[src/rtl/mem_wb_stage_pkg.sv]
// mem_wb_stage_pkg: load-type codes, register-zero constant and the misalignment predicate
package mem_wb_stage_pkg;
  typedef enum logic [2:0] {
    LT_LW  = 3'd0,
    LT_LH  = 3'd1,
    LT_LHU = 3'd2,
    LT_LB  = 3'd3,
    LT_LBU = 3'd4
  } load_type_e;
  localparam int unsigned REG_ZERO = 0;
  // Reserved load codes count as LW here too.
  function automatic logic misaligned(input logic [2:0] lt, input logic [1:0] ofs);
    logic half;
    half = (lt == LT_LH) || (lt == LT_LHU);
    return half ? ofs[0] : (lt == LT_LB || lt == LT_LBU) ? 1'b0 : (ofs != 2'd0);
  endfunction
endpackage

[src/rtl/mem_wb_stage_load_align.sv]
// mem_wb_stage_load_align: big-endian byte/half extraction with sign or zero extension
module mem_wb_stage_load_align
  import mem_wb_stage_pkg::*;
#(
  parameter int DATA_W = 32
) (
  input  logic [DATA_W-1:0] word,
  input  logic [1:0]        offset,
  input  logic [2:0]        load_type,
  output logic [DATA_W-1:0] data
);
  logic [7:0]  b;
  logic [15:0] h;
  always_comb begin
    b = word[{~offset, 3'b000} +: 8];
    h = word[{~offset[1], 4'b0000} +: 16];
    data = load_type == LT_LB  ? {{(DATA_W-8){b[7]}}, b} :
           load_type == LT_LBU ? {{(DATA_W-8){1'b0}}, b} :
           load_type == LT_LH  ? {{(DATA_W-16){h[15]}}, h} :
           load_type == LT_LHU ? {{(DATA_W-16){1'b0}}, h} : word;
  end
endmodule

[src/rtl/mem_wb_stage.sv]
// mem_wb_stage: writeback stage with stall-safe read-data hold and retired-instruction counter
// Optional: define MEM_WB_MISALIGN_CHECK_EN to suppress writeback of misaligned loads.
module mem_wb_stage
  import mem_wb_stage_pkg::*;
#(
  parameter int DATA_W     = 32,
  parameter int REG_ADDR_W = 5,
  parameter int CNT_W      = 32
) (
  input  logic                  CLK,
  input  logic                  RST_N,
  input  logic                  ValidM,
  input  logic                  RegWriteM,
  input  logic                  MemToRegM,
  input  logic [2:0]            LoadTypeM,
  input  logic [REG_ADDR_W-1:0] WriteRegM,
  input  logic [DATA_W-1:0]     ALUOutM,
  input  logic [DATA_W-1:0]     RD,
  input  logic                  StallW,
  input  logic                  FlushW,
  output logic                  ValidW,
  output logic                  RegWriteW,
  output logic [REG_ADDR_W-1:0] WriteRegW,
  output logic [DATA_W-1:0]     ResultW,
  output logic [CNT_W-1:0]      InstRetW
);
  logic                  valid_q, regwrite_q, memtoreg_q, held_q, misalign;
  logic [2:0]            lt_q;
  logic [REG_ADDR_W-1:0] wreg_q;
  logic [DATA_W-1:0]     alu_q, hold_q, rd_eff, load_data;
  always_ff @(posedge CLK or negedge RST_N) begin
    if (!RST_N) begin
      valid_q    <= 1'b0;
      regwrite_q <= 1'b0;
      memtoreg_q <= 1'b0;
      lt_q       <= 3'd0;
      wreg_q     <= '0;
      alu_q      <= '0;
      held_q     <= 1'b0;
      hold_q     <= '0;
      InstRetW   <= '0;
    end else begin
      if (FlushW || !StallW) begin
        valid_q    <= ValidM & ~FlushW;
        regwrite_q <= RegWriteM & ~FlushW;
      end
      if (!StallW) begin
        memtoreg_q <= MemToRegM;
        lt_q       <= LoadTypeM;
        wreg_q     <= WriteRegM;
        alu_q      <= ALUOutM;
      end
      // Memory RD moves on every clock; keep the value seen on the first stalled edge.
      if (FlushW || !StallW) held_q <= 1'b0;
      else if (!held_q) begin
        held_q <= 1'b1;
        hold_q <= RD;
      end
      if (valid_q && !StallW) InstRetW <= InstRetW + CNT_W'(1);
    end
  end
`ifdef MEM_WB_MISALIGN_CHECK_EN
  assign misalign = valid_q & memtoreg_q & misaligned(lt_q, alu_q[1:0]);
  always_ff @(posedge CLK)
    if (RST_N && !StallW && !FlushW && ValidM && MemToRegM && misaligned(LoadTypeM, ALUOutM[1:0]))
      $display("Misaligned load at address %h", ALUOutM);
`else
  assign misalign = 1'b0;
`endif
  assign rd_eff = held_q ? hold_q : RD;
  mem_wb_stage_load_align #(.DATA_W(DATA_W)) u_align (
    .word      (rd_eff),
    .offset    (alu_q[1:0]),
    .load_type (lt_q),
    .data      (load_data)
  );
  assign ValidW    = valid_q;
  assign RegWriteW = valid_q & regwrite_q & (wreg_q != REG_ADDR_W'(REG_ZERO)) & ~misalign;
  assign WriteRegW = wreg_q;
  assign ResultW   = memtoreg_q ? load_data : alu_q;
endmodule

[config.mk]
export PLATFORM = sky130hd
export DESIGN_NAME = mem_wb_stage
export DESIGN_NICKNAME = d
export VERILOG_FILES = /design/src/rtl/mem_wb_stage_pkg.sv /design/src/rtl/mem_wb_stage_load_align.sv /design/src/rtl/mem_wb_stage.sv
export SDC_FILE = /design/constraint.sdc
export NUM_CORES = 1
export LEC_CHECK = 0
export ABC_AREA = 1
export BUFFER_PORTS_ARGS = -buffer_cell sky130_fd_sc_hd__buf_2
export CAP_MARGIN = 10
export CELL_PAD_IN_SITES_DETAIL_PLACEMENT = 0
export CELL_PAD_IN_SITES_GLOBAL_PLACEMENT = 2
export CORE_MARGIN = 2
export CORE_UTILIZATION = 30
export CTS_CLUSTER_DIAMETER = 50
export DETAILED_ROUTE_END_ITERATION = 10
export PLACE_DENSITY_LB_ADDON = 0.1
export SLEW_MARGIN = 10
export SYNTH_ARGS = -nofsm -noshare
export SYNTH_HDL_FRONTEND = slang
export SYNTH_SLANG_ARGS = --single-unit
[constraint.sdc]
create_clock -name CLK -period 1.9 [get_ports CLK]
set_input_delay 0.38 -clock CLK [delete_from_list [all_inputs] [get_ports CLK]]
set_output_delay 0.38 -clock CLK [all_outputs]
set_load 0.02 [all_outputs]
==> results of run 1 <==
-- routing by layer --
metal / vias up / GRT usage [%] / wire [um] / part of all wire [%]
li1: 3368 / - / - / -
met1: 3053 / 23.9 / 9820 / 43
met2: 133 / 33.9 / 11400 / 50
met3: 20 / 3.75 / 1000 / 4.4
met4: 4 / 4.76 / 333 / 1.5
met5: - / 0 / 27 / 0.12
-- kinds of logic after synthesis --
| kind of cell | count (synthesis) | synth area share, % |
|---|---|---|
| buffers and inverters | 95 | 7.53 |
| AOI/OAI and AO/OA | 37 | 3.12 |
| adders and majority gates | 1 | 0.189 |
| xor gates and xnor gates | 21 | 2.78 |
| and+or+nand+nor | 692 | 45.5 |
| DFF | 108 | 40.9 |
-- state kept, by name (all words and copies together) (netlist names) --
| register | count |
|---|---|
| InstRetW | 32 |
| ValidW | 1 |
| WriteRegW | 5 |
| alu_q | 32 |
| held_q | 1 |
| hold_q | 32 |
| lt_q | 3 |
| memtoreg_q | 1 |
| regwrite_q | 1 |
-- area by class of cell --
cell class                 instances  area, um2  area share (%)
clock buffer                      12        256            2.90
clock inverter                     4       55.1           0.622
inverter                          49        190            2.15
multi-input combinational        752       3700            41.8
sequential                       108       2710            30.6
tap                              280        350            3.96
timing repair buffer             212       1580            17.9
timing repair inverter             1       8.76          0.0990
-- cell usage after synthesis (all sizes together) --
library cell  number
o21ai             20
nand3b             3
buf               31
clkinv             1
nand3            131
nand4              6
and2               8
dfrtp            108
nor3               8
clkbuf            15
ha                 1
xnor2             11
nor2              56
a31oi             17
inv               48
xor2              10
nand2            480
-- power breakdown --
part           internal (mW)  total [mW]  switching [mW]  leakage [nW]
Combinational          0.845        2.09            1.25          3.29
Clock                   1.11        2.04           0.931         0.149
Sequential              2.52        2.68           0.164          1.33
-- critical path: cells and delay by family (launching register included) --
kind          cells  cell delay, ns
simple gates      8            0.63
flops             1            0.48
buf+inv           3            0.47
-- what timing repair did --
action | 4_1_cts | 5_1_grt
cloned | 0 | 6
endpoints found under the hold margin | 21 | 0
resized for setup | 19 | 143
setup endpoints to repair | 32 | 32
setup buffers | 1 | 2
hold buffers | 1 | 0
pin swaps | 0 | 37
-- worst max path at each step --
stage                       end  startpoint  cells after the start  slack [ns]
floorplan           ResultW[13]     lt_q[1]                     10        0.17
global placement    ResultW[18]      held_q                     10       -0.09
detailed placement  ResultW[22]      held_q                     10       -0.10
CTS                 ResultW[18]      held_q                     11       -0.44
global route         ResultW[8]      held_q                     11       -0.52
finish               ResultW[8]      held_q                     11       -0.43
-- cell usage in the layout (no fill, tap or decap), types with 20 or more instances in the layout --
master,count
nand2_1,382
buf_2,118
nand3_1,117
dfrtp_1,106
nand2_2,81
nor2_1,50
buf_4,48
inv_1,42
buf_6,32
o21ai_0,20
-- per-stage QoR --
| step | hold WS, ns | instances | setup WS (ns) | area (um2) | TNS (ns) |
|---|---|---|---|---|---|
| global placement | 0.345 | 1392 | -0.0947 | 7900 | -1.37 |
| CTS | 0.200 | 1410 | -0.441 | 8290 | -13.01 |
| floorplan | 0.0844 | 954 | 0.169 | 6610 | 0 |
| global route | 0.212 | 1418 | -0.521 | 8850 | -15.68 |
| detailed placement | 0.345 | 1392 | -0.103 | 7900 | -1.62 |
| finish | 0.213 | 1418 | -0.434 | 8850 | -12.74 |
==> impl_metrics.yaml, run 1 <==
drt:
  dr_total_vias: 6578
  via_per_inst: 4.64
  drc: 0
  antenna_left: 0
  dr.pass1.iters: 9
  routed_wirelength_um: 22600
  drtIter0Drc: 347
  avgRoutedWirePerCell_um: 15.9
timing:
  fin_worst_skew_ns: 0.00656
  worst_slew_pin_slew_ns: 0.538
  clock.fmax_mhz: 428
  drv_slew: 0
  fin_crit_ns: 2.33
  report.final.hold_viol_count: 0
  fin_crit_sh_pct: 123
  setup_viol: 32
  rsz0062_at_grt: "yes"
  finalWorstSetupSlack_ns: -0.434
  relSlewSlack_pct: 63.8
die:
  row_count: 54
  die_w_um: 152
  initial_core_util_pct: 30.4
  core_area_um2: 21800
  die-area_um2: 23200
  pin_count: 150
  die_h_um: 152
global_route:
  grtUsageTotal_pct: 19.1
  grt_max_degree: 38
  first_global_vias: 6558
  grt_first_pass_wirelength_um: 35300
  grt_overflow: 0
  antenna_found_initial: 2
setup_path:
  r2r_start: "InstRetW[0]"
  crit_fanout: 7
  critical_path.most_common_cell: "nand2_2"
  slowest_delay_ns: 0.48
  r2r_cells: 8
  endpoint_kind: "primary output"
  critPathRequiredTime_ns: 1.52
  start_kind: "flip-flop"
  path_cells: "buf_8 -> nand2_4 -> nand3_2 -> nand3_2 -> nand2_2 -> nand2_4 -> clkbuf_16 -> nand2_2 -> nand2_2 -> nand2_1 -> buf_6"
  reg2reg_to: "InstRetW[24]"
  reg2reg_slack_ns: 0.33
  path_class: "flip-flop to primary output"
  critPathSlowestCell: "dfrtp_2"
  cp.arrival_ns: 1.95
power_and_ir_drop:
  ir_worst_vdd_v: 0.000417
  powerDensity_nw_per_um2: 770
  leakagePower_nw: 4.77
  power.total_mw: 6.81
min_path:
  min_from: "ALUOutM[8]"
  hold_depth: 3
  min_to: "alu_q[8]"
  hold_path.class: "input port to flip-flop"
synthesis:
  synth_top_area_share_pct: 40.9
  syn_area_per_cell_um2: 6.93
  synth_area_leaders: "dfrtp_1, nand2_1, nand3_1"
  synthDistinctLibCells: 28
  yosysTopAreaCell: "dfrtp_1"
  synth-seq-cells: 108
  netlist_area_um2: 6610
  yosysSeqAreaShare_pct: 40.9
  syn_inst: 954
  synthesis.nets: 1034
  yosys_warnings: 0
place:
  dp_hpwl_um: 16900
  numPortBuffers: 149
  routabilityCongestion: 0.792
cts:
  root_buffer: "clkbuf_16"
  cts-buffers-inserted: 9
  cts_tree: "built"
  clock_latency_ns: 0.36
  clkTransAtPathRegs_ns: 0.08
  h-tree-depth: 3
  clock_path_buffers: 2
  cts.sinks: 108
finish:
  antenna-diode-count: 0
  layout-drive-gt1-share_pct: 31.4
  final_util_pct: 40.7
  nNetsFinal: 1213
  syn2layout_area_growth_pct: 33.8
  fillerInstances: 2383
run_status:
  status: "finished with violations"
  violations: "setup timing"
job:
  maxCapViolCount: 0
Power figures use the tool's default switching activity.
==> run 2: changes to the inputs <==
==> constraint.sdc (replaced) <==
create_clock -name CLK -period 2.3 [get_ports CLK]
set_input_delay 0.46 -clock CLK [delete_from_list [all_inputs] [get_ports CLK]]
set_output_delay 0.46 -clock CLK [all_outputs]
set_load 0.02 [all_outputs]
==> impl_metrics.yaml, run 2 (synthesized netlist as in run 1, its figures left out) <==
power_and_ir_drop:
  intPower_mw: 3.63
  p_sw_mw: 2.04
  p_comb_share_pct: 33.4
  powerDensity_nw_per_um2: 617
  p_sw_share_pct: 36.0
  clkPwrFrac_pct: 27.5
  power.total_mw: 5.67
  seqPwrFrac_pct: 39.1
  ir_worst_vdd_v: 0.000357
  leakagePower_nw: 4.82
finish:
  fillerInstances: 2401
  multi_input_area_um2: 4130
  antenna-diode-count: 0
  nNetsFinal: 1192
  layout-drive-gt1-share_pct: 36.9
  final_cell_mix: "nand2_1, buf_2, dfrtp_1, nand3_1, nand2_2"
  reg_top3: "InstRetW x32, alu_q x32, hold_q x32"
  ff_latch_area_um2: 2710
  syn2layout_area_growth_pct: 39.1
  design_area_um2: 9200
  layout_commonest_cell: "nand2_1"
drt:
  drc: 0
  routed_wirelength_um: 23100
  dr.pass1.iters: 4
  avgRoutedWirePerCell_um: 16.6
  dr_total_vias: 6604
  via_per_inst: 4.73
  drtIter0Drc: 335
  antenna_left: 0
cts:
  root_buffer: "clkbuf_16"
  cts-buffers-inserted: 9
  cts_hold_repair.buffers: 0
  h-tree-depth: 3
  clock_latency_ns: 0.36
  cts.sinks: 108
  clkTransAtPathRegs_ns: 0.08
  cts_tree: "built"
  clock_path_buffers: 2
setup_path:
  endpoint_kind: "primary output"
  critPathSlowestCell: "dfrtp_2"
  cp.arrival_ns: 1.93
  path_cells: "clkinv_4 -> buf_6 -> buf_12 -> nand2_2 -> and2_4 -> nand2_2 -> nand3_2 -> nand2_2 -> nand2_2 -> nand2_2 -> buf_6"
  critPathRequiredTime_ns: 1.84
  critical_path.most_common_cell: "nand2_2"
  crit_fanout: 7
  slowest_delay_ns: 0.45
  cp_num_buf_inv: 4
  cp_top_family: "simple AND/OR/NAND/NOR gates"
  start_kind: "flip-flop"
  path_class: "flip-flop to primary output"
job:
  maxCapViolCount: 0
die:
  row_count: 54
  die-area_um2: 23200
  initial_core_util_pct: 30.4
  pin_count: 150
  core_area_um2: 21800
  die_w_um: 152
  die_h_um: 152
timing:
  drv_slew: 0
  finalWorstSetupSlack_ns: -0.0929
  holdWs_ns: 0.0726
  rsz0062_at_grt: "yes"
  relSlewSlack_pct: 64.2
  report.final.hold_viol_count: 0
  fin_crit_ns: 2.39
  tns_ns: -1.39
  worst_slew_pin_slew_ns: 0.532
  fin_worst_skew_ns: 0.00785
  fin_crit_sh_pct: 104
  clock.fmax_mhz: 418
  setup_viol: 26
min_path:
  hold_path.class: "input port to async pin"
place:
  dp_hpwl_um: 16400
  dp_slack_ns: 0.144
  numPortBuffers: 149
  dpl-instance-area_um2: 7670
  routabilityCongestion: 0.777
global_route:
  grtUsageTotal_pct: 20.1
  first_global_vias: 6708
  grt_max_degree: 38
  grt_first_pass_wirelength_um: 36800
  grt_overflow: 0
  antenna_found_initial: 3
run_status:
  violations: "setup timing"
  status: "finished with violations"
## run 2: area by class of cell
type,instances,share of cell area [%]
well taps,280,3.81
flip-flops and latches,108,29.4
inverters,49,2.15
multi-input cells,751,44.9
clock inverters,5,0.490
repair buffers,193,16.6
clock buffers,11,2.64
## run 2: repair_timing
action                                 CTS  global route
gates resized for setup                120           163
endpoints found under the hold margin    0             0
cloned                                   8             0
setup endpoints to repair               32            32
buffers inserted                         9             5
pin swaps                               14            55
## run 2: worst paths after layout
check                                  from      endpoint  slack (ns)  depth (start not counted)
worst max-delay path                 held_q    ResultW[8]       -0.09                         11
worst min-delay path                  RST_N     hold_q[1]        0.07                          1
worst max register to register  InstRetW[0]  InstRetW[22]        0.73                          7
worst min register to register     alu_q[4]      alu_q[4]        0.47                          2
max in group asynchronous             RST_N        held_q        1.64                          2
min in group CLK                ALUOutM[26]     alu_q[26]        0.30                          3
## run 2: worst register-to-register path: cells and delay by family, from the launching register on
family | cells | cell delay [ns]
fa+ha+maj | 1 | 0.19
simple gates | 5 | 0.74
flops | 1 | 0.40
xor+xnor | 1 | 0.14
## run 2: stage by stage
stage	utilization, %	instances
floorplan	-	954
global placement	35.2	1361
detailed placement	35.2	1361
CTS	39.8	1394
global route	42.3	1397
finish	42.3	1397
## run 2: power by group through the flow
stage                     combinational, mW  clock, mW  sequential, mW
after floorplan                       0.889          0            2.27
after global placement                 1.46          0            2.24
after detailed placement               1.46          0            2.24
after CTS                              1.72       1.63            2.21
after global routing                   2.08       1.68            2.25
final                                  1.89       1.56            2.22
## run 2: metal layers
layer	routed length [um]	share of wire (%)	global-route usage [%]
met1	10200	44	26.1
met2	11500	50	34.5
met3	862	3.7	3.07
met4	544	2.4	6.44
met5	32	0.14	0
